$ cat config.mk
export PLATFORM = sky130hd
export DESIGN_NAME = int_ctrl_n
export DESIGN_NICKNAME = d
export VERILOG_FILES = /design/src/rtl/int_ctrl_n.sv
export SDC_FILE = /design/constraint.sdc
export NUM_CORES = 1
export LEC_CHECK = 0
export ABC_AREA = 1
export CELL_PAD_IN_SITES_DETAIL_PLACEMENT = 1
export CELL_PAD_IN_SITES_GLOBAL_PLACEMENT = 1
export CORE_MARGIN = 2
export CORE_UTILIZATION = 35
export DETAILED_ROUTE_END_ITERATION = 10
export HOLD_SLACK_MARGIN = 0.15
export PLACE_DENSITY_LB_ADDON = 0.15
export SLEW_MARGIN = 20
export SYNTH_ARGS = -nofsm -noshare
export SYNTH_HDL_FRONTEND = slang
export SYNTH_SLANG_ARGS = --single-unit
$ cat constraint.sdc
create_clock -name clk_sys_i -period 2.26 [get_ports clk_sys_i]
set_input_delay 0.678 -clock clk_sys_i [delete_from_list [all_inputs] [get_ports clk_sys_i]]
set_output_delay 0.678 -clock clk_sys_i [all_outputs]
set_load 0.01 [all_outputs]
$ cat src/rtl/int_ctrl_n.sv
// int_ctrl_n: MM-mapped interrupt controller with synchronised, edge/level,
// polarity-selectable channels. Optional input debounce when INTC_DEBOUNCE_EN is defined.
module int_ctrl_n #(
  parameter int unsigned MM_ADDR_WIDTH = 8,
  parameter int unsigned MM_DATA_WIDTH = 16,
  parameter int unsigned INT_NUM       = 8,
  parameter int unsigned SYNC_STAGES   = 2,
  parameter int unsigned DEB_CYCLES    = 4,
  parameter logic [MM_ADDR_WIDTH-1:0] REG_ADDR_INT_PND  = MM_ADDR_WIDTH'('h04),
  parameter logic [MM_ADDR_WIDTH-1:0] REG_ADDR_INT_CLR  = MM_ADDR_WIDTH'('h06),
  parameter logic [MM_ADDR_WIDTH-1:0] REG_ADDR_INT_MSK  = MM_ADDR_WIDTH'('h08),
  parameter logic [MM_ADDR_WIDTH-1:0] REG_ADDR_INT_MODE = MM_ADDR_WIDTH'('h0A),
  parameter logic [MM_ADDR_WIDTH-1:0] REG_ADDR_INT_POL  = MM_ADDR_WIDTH'('h0C),
  parameter logic [MM_ADDR_WIDTH-1:0] REG_ADDR_INT_ID   = MM_ADDR_WIDTH'('h0E),
  parameter logic [MM_ADDR_WIDTH-1:0] REG_ADDR_INT_RAW  = MM_ADDR_WIDTH'('h10)
) (
  input  logic                     clk_sys_i,
  input  logic                     rst_n_i,
  input  logic [MM_ADDR_WIDTH-1:0] mm_s_addr_i,
  input  logic [MM_DATA_WIDTH-1:0] mm_s_wdata_i,
  output logic [MM_DATA_WIDTH-1:0] mm_s_rdata_o,
  input  logic                     mm_s_we_i,
  input  logic [INT_NUM-1:0]       int_i,
  output logic                     sys_int_o
);

  if (INT_NUM < 1 || INT_NUM > MM_DATA_WIDTH - 1) begin : g_bad_int_num
    $error("int_ctrl_n: INT_NUM out of range");
  end
  if (SYNC_STAGES < 2) begin : g_bad_sync
    $error("int_ctrl_n: SYNC_STAGES must be at least 2");
  end
  if (DEB_CYCLES < 1) begin : g_bad_deb
    $error("int_ctrl_n: DEB_CYCLES must be at least 1");
  end

  logic wr_clr, wr_msk, wr_mode, wr_pol, cfg_wr, sup_c, sup_q, gie_n_q;
  logic [INT_NUM-1:0] sync_q [SYNC_STAGES];
  logic [INT_NUM-1:0] samp_q, act, flt, flt_d, edge_det;
  logic [INT_NUM-1:0] msk_q, mode_q, pol_q, clr_q, pnd_q, pnd_nxt;
  logic [MM_DATA_WIDTH-1:0] id_c, rdata_c;
  logic unused_wdata;

  assign wr_clr  = mm_s_we_i && (mm_s_addr_i == REG_ADDR_INT_CLR);
  assign wr_msk  = mm_s_we_i && (mm_s_addr_i == REG_ADDR_INT_MSK);
  assign wr_mode = mm_s_we_i && (mm_s_addr_i == REG_ADDR_INT_MODE);
  assign wr_pol  = mm_s_we_i && (mm_s_addr_i == REG_ADDR_INT_POL);
  assign cfg_wr  = wr_mode || wr_pol;
  assign sup_c   = cfg_wr || sup_q;
  assign unused_wdata = ^mm_s_wdata_i;

  // Synchroniser plus a sample stage; raw (un-normalised) values so a POL change alone never looks like an edge
  always_ff @(posedge clk_sys_i or negedge rst_n_i) begin
    if (!rst_n_i) begin
      for (int i = 0; i < SYNC_STAGES; i++) sync_q[i] <= '1;
      samp_q <= '1;
    end else begin
      sync_q[0] <= int_i;
      for (int i = 1; i < SYNC_STAGES; i++) sync_q[i] <= sync_q[i-1];
      samp_q <= sync_q[SYNC_STAGES-1];
    end
  end

  assign act = samp_q ^ ~pol_q;

`ifdef INTC_DEBOUNCE_EN
  localparam int unsigned CNT_W = $clog2(DEB_CYCLES) + 1;
  logic [CNT_W-1:0]   cnt_q [INT_NUM];
  logic [INT_NUM-1:0] flt_q, flt_d_q, pol_delta;

  // Polarity writes flip the filtered state in place so a POL change is not seen as a transition
  assign pol_delta = wr_pol ? (mm_s_wdata_i[INT_NUM-1:0] ^ pol_q) : '0;

  always_ff @(posedge clk_sys_i or negedge rst_n_i) begin
    if (!rst_n_i) begin
      for (int k = 0; k < INT_NUM; k++) cnt_q[k] <= '0;
      flt_q   <= '0;
      flt_d_q <= '0;
    end else begin
      for (int k = 0; k < INT_NUM; k++) begin
        if (act[k] == flt_q[k]) begin
          cnt_q[k] <= '0;
          flt_q[k] <= flt_q[k] ^ pol_delta[k];
        end else if (cnt_q[k] == CNT_W'(DEB_CYCLES - 1)) begin
          cnt_q[k] <= '0;
          flt_q[k] <= act[k] ^ pol_delta[k];
        end else begin
          cnt_q[k] <= cnt_q[k] + CNT_W'(1);
          flt_q[k] <= flt_q[k] ^ pol_delta[k];
        end
      end
      flt_d_q <= flt_q ^ pol_delta;
    end
  end

  assign flt   = flt_q;
  assign flt_d = flt_d_q;
`else
  logic [INT_NUM-1:0] hist_q;

  always_ff @(posedge clk_sys_i or negedge rst_n_i) begin
    if (!rst_n_i) hist_q <= '1;
    else          hist_q <= samp_q;
  end

  assign flt   = act;
  assign flt_d = hist_q ^ ~pol_q;
`endif

  // Configuration registers; CLR is a one-cycle pulse register
  always_ff @(posedge clk_sys_i or negedge rst_n_i) begin
    if (!rst_n_i) begin
      msk_q   <= '1;
      gie_n_q <= 1'b1;
      mode_q  <= '0;
      pol_q   <= '0;
      clr_q   <= '0;
      sup_q   <= 1'b0;
    end else begin
      if (wr_msk) begin
        msk_q   <= mm_s_wdata_i[INT_NUM-1:0];
        gie_n_q <= mm_s_wdata_i[MM_DATA_WIDTH-1];
      end
      if (wr_mode) mode_q <= mm_s_wdata_i[INT_NUM-1:0];
      if (wr_pol)  pol_q  <= mm_s_wdata_i[INT_NUM-1:0];
      clr_q <= wr_clr ? mm_s_wdata_i[INT_NUM-1:0] : '0;
      sup_q <= cfg_wr;
    end
  end

  // Edge channels: set beats clear; level channels follow the asserted input
  always_comb begin
    edge_det = flt & ~flt_d & ~{INT_NUM{sup_c}};
    pnd_nxt  = (pnd_q & ~clr_q) | (edge_det & ~msk_q);
    pnd_nxt  = (pnd_nxt & ~mode_q) | (flt & ~msk_q & mode_q);
  end

  always_ff @(posedge clk_sys_i or negedge rst_n_i) begin
    if (!rst_n_i) begin
      pnd_q     <= '0;
      sys_int_o <= 1'b1;
    end else begin
      pnd_q     <= pnd_nxt;
      sys_int_o <= ~(|pnd_q) | gie_n_q;
    end
  end

  // Lowest-numbered pending channel wins
  always_comb begin
    id_c = '0;
    for (int k = INT_NUM - 1; k >= 0; k--) begin
      if (pnd_q[k]) id_c = MM_DATA_WIDTH'(k + 1);
    end
  end

  always_comb begin
    rdata_c = '0;
    if (rst_n_i) begin
      case (mm_s_addr_i)
        REG_ADDR_INT_PND:  rdata_c[INT_NUM-1:0] = pnd_q;
        REG_ADDR_INT_MSK: begin
          rdata_c[INT_NUM-1:0]       = msk_q;
          rdata_c[MM_DATA_WIDTH-1]   = gie_n_q;
        end
        REG_ADDR_INT_MODE: rdata_c[INT_NUM-1:0] = mode_q;
        REG_ADDR_INT_POL:  rdata_c[INT_NUM-1:0] = pol_q;
        REG_ADDR_INT_ID:   rdata_c = id_c;
        REG_ADDR_INT_RAW:  rdata_c[INT_NUM-1:0] = act;
        default: ;
      endcase
    end
  end

  assign mm_s_rdata_o = rdata_c;

endmodule
======== Word-level counts from Yosys, hierarchy flattened ========
Cells that the tools add are included.
Widths: inputs -> output; s select.
operators by class
  eq/ne operators ......................... 7
  mux-type cells .......................... 13
  bitwise gates (word level) .............. 19
  reduce and logical (&&, ||, !) cells .... 7
operator list
  operator            number
  $mux 16             4
  $and 8x8->8         7
  $not 8->8           6
  $pmux 8 s6          1
  $eq 8x4->1 const B  4
  $mux 4              5
  $eq 8x3->1 const B  2
  $or 8x8->8          2
  $xor 8x8->8         2
  $eq 8x5->1 const B  1
  $mux 8              1
  $reduce_or 8->1     1
  $mux 7              1
  $logic_and 1x1->1   4
  $logic_or 1x1->1    2
  $pmux 1 s2          1
  $not 1->1           1
  $or 1x1->1          1
storage, ports and cells
  register bits after elaboration ......... 75
  output and inout port bits .............. 17

======== Longest topological paths before layout ========
  depth after elaboration ................. 10
  depth in mapped cells ................... 9
  gate-level depth less buffers ........... 9

======== Worst setup path after synthesis ========
No wires, ideal clock.
  kind .................................... input -> output
  start ................................... input mm_s_addr_i[7]
  end ..................................... output mm_s_rdata_o[5]
  stages .................................. 8
  required time ........................... 1.582 ns
  slack ................................... 0.026 ns
  arrival time ............................ 1.556 ns
  path through ............................ nor2_4 -> nand2_4 -> inv_2 -> buf_2 -> nand3_1 -> nand3_1 -> nor2_1 -> nor2_1
on the way
  word-level cells in the longest chain between the ends .. 3
  elaborated cells between the ends (all ways) .. 8
  those cells by class .................... 6 x eq/ne; 2 x mux
RTL lines
  what                                      line  source
  start: declaration                        19    input logic [MM_ADDR_WIDTH-1:0] mm_s_addr_i,
  $eq 8x5->1, or another cell as far along  159   case (mm_s_addr_i)
  $pmux 8 s6 (*)                            159
  $mux 16 (*)                               158   if (rst_n_i) begin
  end: declaration                          21    output logic [MM_DATA_WIDTH-1:0] mm_s_rdata_o,
Every way passes the cells marked *; elsewhere a longest branch is shown, timed or not.

======== Worst setup path after layout ========
  start ................................... input mm_s_addr_i[0]
  end ..................................... output mm_s_rdata_o[2]
Same word-level chain as after synthesis.

==> flow_summary.toml <==
[detailed_routing]
drc_errors = 0
dr.first_iter.drc_count = 75
routed_wl_mm = 10.2
vias_per_cell = 4.68
dr.pass1.iters = 4
wl_per_cell_um = 16.3
antenna_left = 0
num_vias = 2920

[layout]
drive_gt1_frac = 0.393
multiInputGateArea_um2 = 1450
area_growth_pct = 37.8
stdcell_count = 624
final_cell_mix = "80 x nand2_1, 55 x buf_4, 42 x dfstp_2"
area.sequential_um2 = 1930
fin_area_um2 = 4800
diodes = 0
final_common_cell = "nand2_1"
fillers = 1155
nets = 521

[floorplanning]
rows = 36
die_h_um = 104
die_area_um2 = 10800
die_w_um = 104
core_um2 = 9730
io_pins = 52
initial_utilization = 0.358

[critical_path]
worstPathRequired_ns = 1.58
crit_path_end_kind = "output pin"
cp_num_buf_inv = 5
regToRegSetupSlack_ns = 1.10
path_class = "input port to output pin"
path_delay_family = "buffers and inverters"
r2r_cells = 4
path_cells = "buf_4 > inv_4 > nand2_8 > buf_6 > nor3_4 > buf_6 > nand2_1 > nand3_1 > nor2_1 > nor2_1 > buf_2"
reg2reg_from = "pnd_q[4]"
r2r-end = "sys_int_o"
cp_slowest_stage_delay_ns = 0.22
crit_fanout = 5
cp-start-kind = "input port"
worstPathArrival_ns = 1.95
slowest_stage = "nor3_4"

[timing]
finalHoldViolCount = 0
grt_setup_unrepaired = "yes"
setup_viol_count_final = 9
slew_viol_final = 0
post-route-min-period_ns = 2.63
worst_pin_slew_ns = 0.733
clock_skew_ns = 0.00932
slew_headroom = 0.511
period_share = 1.16
worst_slack_ns = -0.370
fmax_mhz = 380

[power_and_ir_drop]
ir_drop_uv = 309
power_leakage_nw = 2.34
power_density_nw_per_um2 = 632

[clock_tree]
cts_made_buffers = 9
cts_root_buf = "clkbuf_8"
clk_latency_ns = 0.36
h-tree-depth = 3
cts_sinks = 75
cts_tree = "yes"
cts_hold_buf = 0
cts_max_path_buffers = 2
clk_pin_slew_ns = 0.08

[status]
violations = "negative setup slack"
status = "finished, violations left"

[yosys]
synth_cell_types = 34
postSynthCellCount = 383
yosysSeqAreaShare = 0.554
syn_area_um2 = 3480
syn_avg_cell_area_um2 = 9.09
ys_ff_latch = 75
yosysWarnings = 0

[global_route]
grt_remaining_overflow = 0
grt_max_degree = 60
grt_pass1_wl_mm = 16.8
track_usage = 0.202
grt_pass1_vias = 3206
antenna_found_initial = 0

[placement]
io_buffers = 37
dpl-instance-area_um2 = 4380
detailed_place_hpwl_mm = 7.08
gp_congestion = 0.807
dp_cells = 600

[run]
maxCapViolations = 0

[worst_hold_path]
hp-class = "input port to async pin"
-- through the flow --
stage                     hold slack, ns  setup TNS, ns  setup WS (ns)   util  power [mW]
after floorplan                    0.345              0         0.0257      -        1.68
after global placement             0.345         -11.16          -1.21  0.450        1.86
after detailed placement           0.347         -11.67          -1.21  0.450        1.87
after CTS                          0.338          -2.46         -0.375  0.481        3.06
after global routing               0.351          -3.18         -0.432  0.493        3.18
final                              0.347          -2.51         -0.370  0.493        3.03
-- metal layers --
metal | up-vias | part of all wire | global-route usage
met3 | 13 | 0.040 | 0.0573
met4 | 0 | 0.018 | 0.0763
li1 | 1407 | - | -
met2 | 57 | 0.51 | 0.339
met1 | 1443 | 0.44 | 0.249
met5 | - | 0 | 0
-- synth_stat cells (all sizes together) --
cell | count | area share
nand3b | 8 | 0.017
nor3 | 3 | 0.0090
inv | 45 | 0.049
nand4 | 10 | 0.020
xnor2 | 7 | 0.018
o21bai | 1 | 0.0022
clkbuf | 1 | 0.0011
o21ai | 27 | 0.047
nand2 | 97 | 0.11
o31ai | 1 | 0.0022
nor2 | 46 | 0.058
xor2 | 8 | 0.020
nand3 | 36 | 0.057
dfstp | 42 | 0.32
a21oi | 3 | 0.0054
dfrtp | 33 | 0.24
conb | 1 | 0.0011
buf | 13 | 0.026
and2 | 1 | 0.0018
-- how the worst max path moves through the flow --
stage / startpoint / cells after the start / slack, ns / end
finish: mm_s_addr_i[0] / 11 / -0.37 / mm_s_rdata_o[2]
global route: mm_s_addr_i[5] / 12 / -0.43 / mm_s_rdata_o[4]
CTS: mm_s_addr_i[6] / 12 / -0.38 / mm_s_rdata_o[1]
detailed placement: mm_s_addr_i[5] / 11 / -1.21 / mm_s_rdata_o[1]
global placement: mm_s_addr_i[1] / 11 / -1.21 / mm_s_rdata_o[2]
floorplan: mm_s_addr_i[7] / 8 / 0.03 / mm_s_rdata_o[5]
-- state kept, by name (all words and copies together), names as in the netlist --
name	count
sync_q	16
clr_q	8
hist_q	8
mode_q	8
msk_q	8
pnd_q	8
pol_q	8
samp_q	8
gie_n_q	1
sup_q	1
sys_int_o	1
-- final cells by class --
type | count | area share
inverters | 45 | 0.0373
multi-input cells | 255 | 0.302
clock inverters | 4 | 0.0154
well taps | 133 | 0.0347
clock buffers | 12 | 0.0303
repair buffers | 100 | 0.178
flip-flops and latches | 75 | 0.402
-- what timing repair did --
item,4_1_cts,5_1_grt
pin swaps,20,16
buffers inserted,5,3
endpoints found under the setup margin,9,9
resized for setup,107,26
-- report_power, final --
group / internal, mW / total [mW] / switching [mW]
Combinational: 0.172 / 0.378 / 0.206
Sequential: 1.45 / 1.50 / 0.0512
Clock: 0.653 / 1.16 / 0.504
-- cell families (layout without fill, tap and decap cells) --
| family | Yosys count | in the layout | synth area share |
|---|---|---|---|
| AO/OA/AOI/OAI | 32 | 32 | 0.0572 |
| XOR/XNOR | 15 | 15 | 0.0377 |
| buffers and inverters | 59 | 161 | 0.0758 |
| AND/OR/NAND/NOR | 201 | 201 | 0.274 |
| other | 1 | 7 | 0.00108 |
| flip-flops | 75 | 75 | 0.554 |
(Power assumes the default switching activity.)
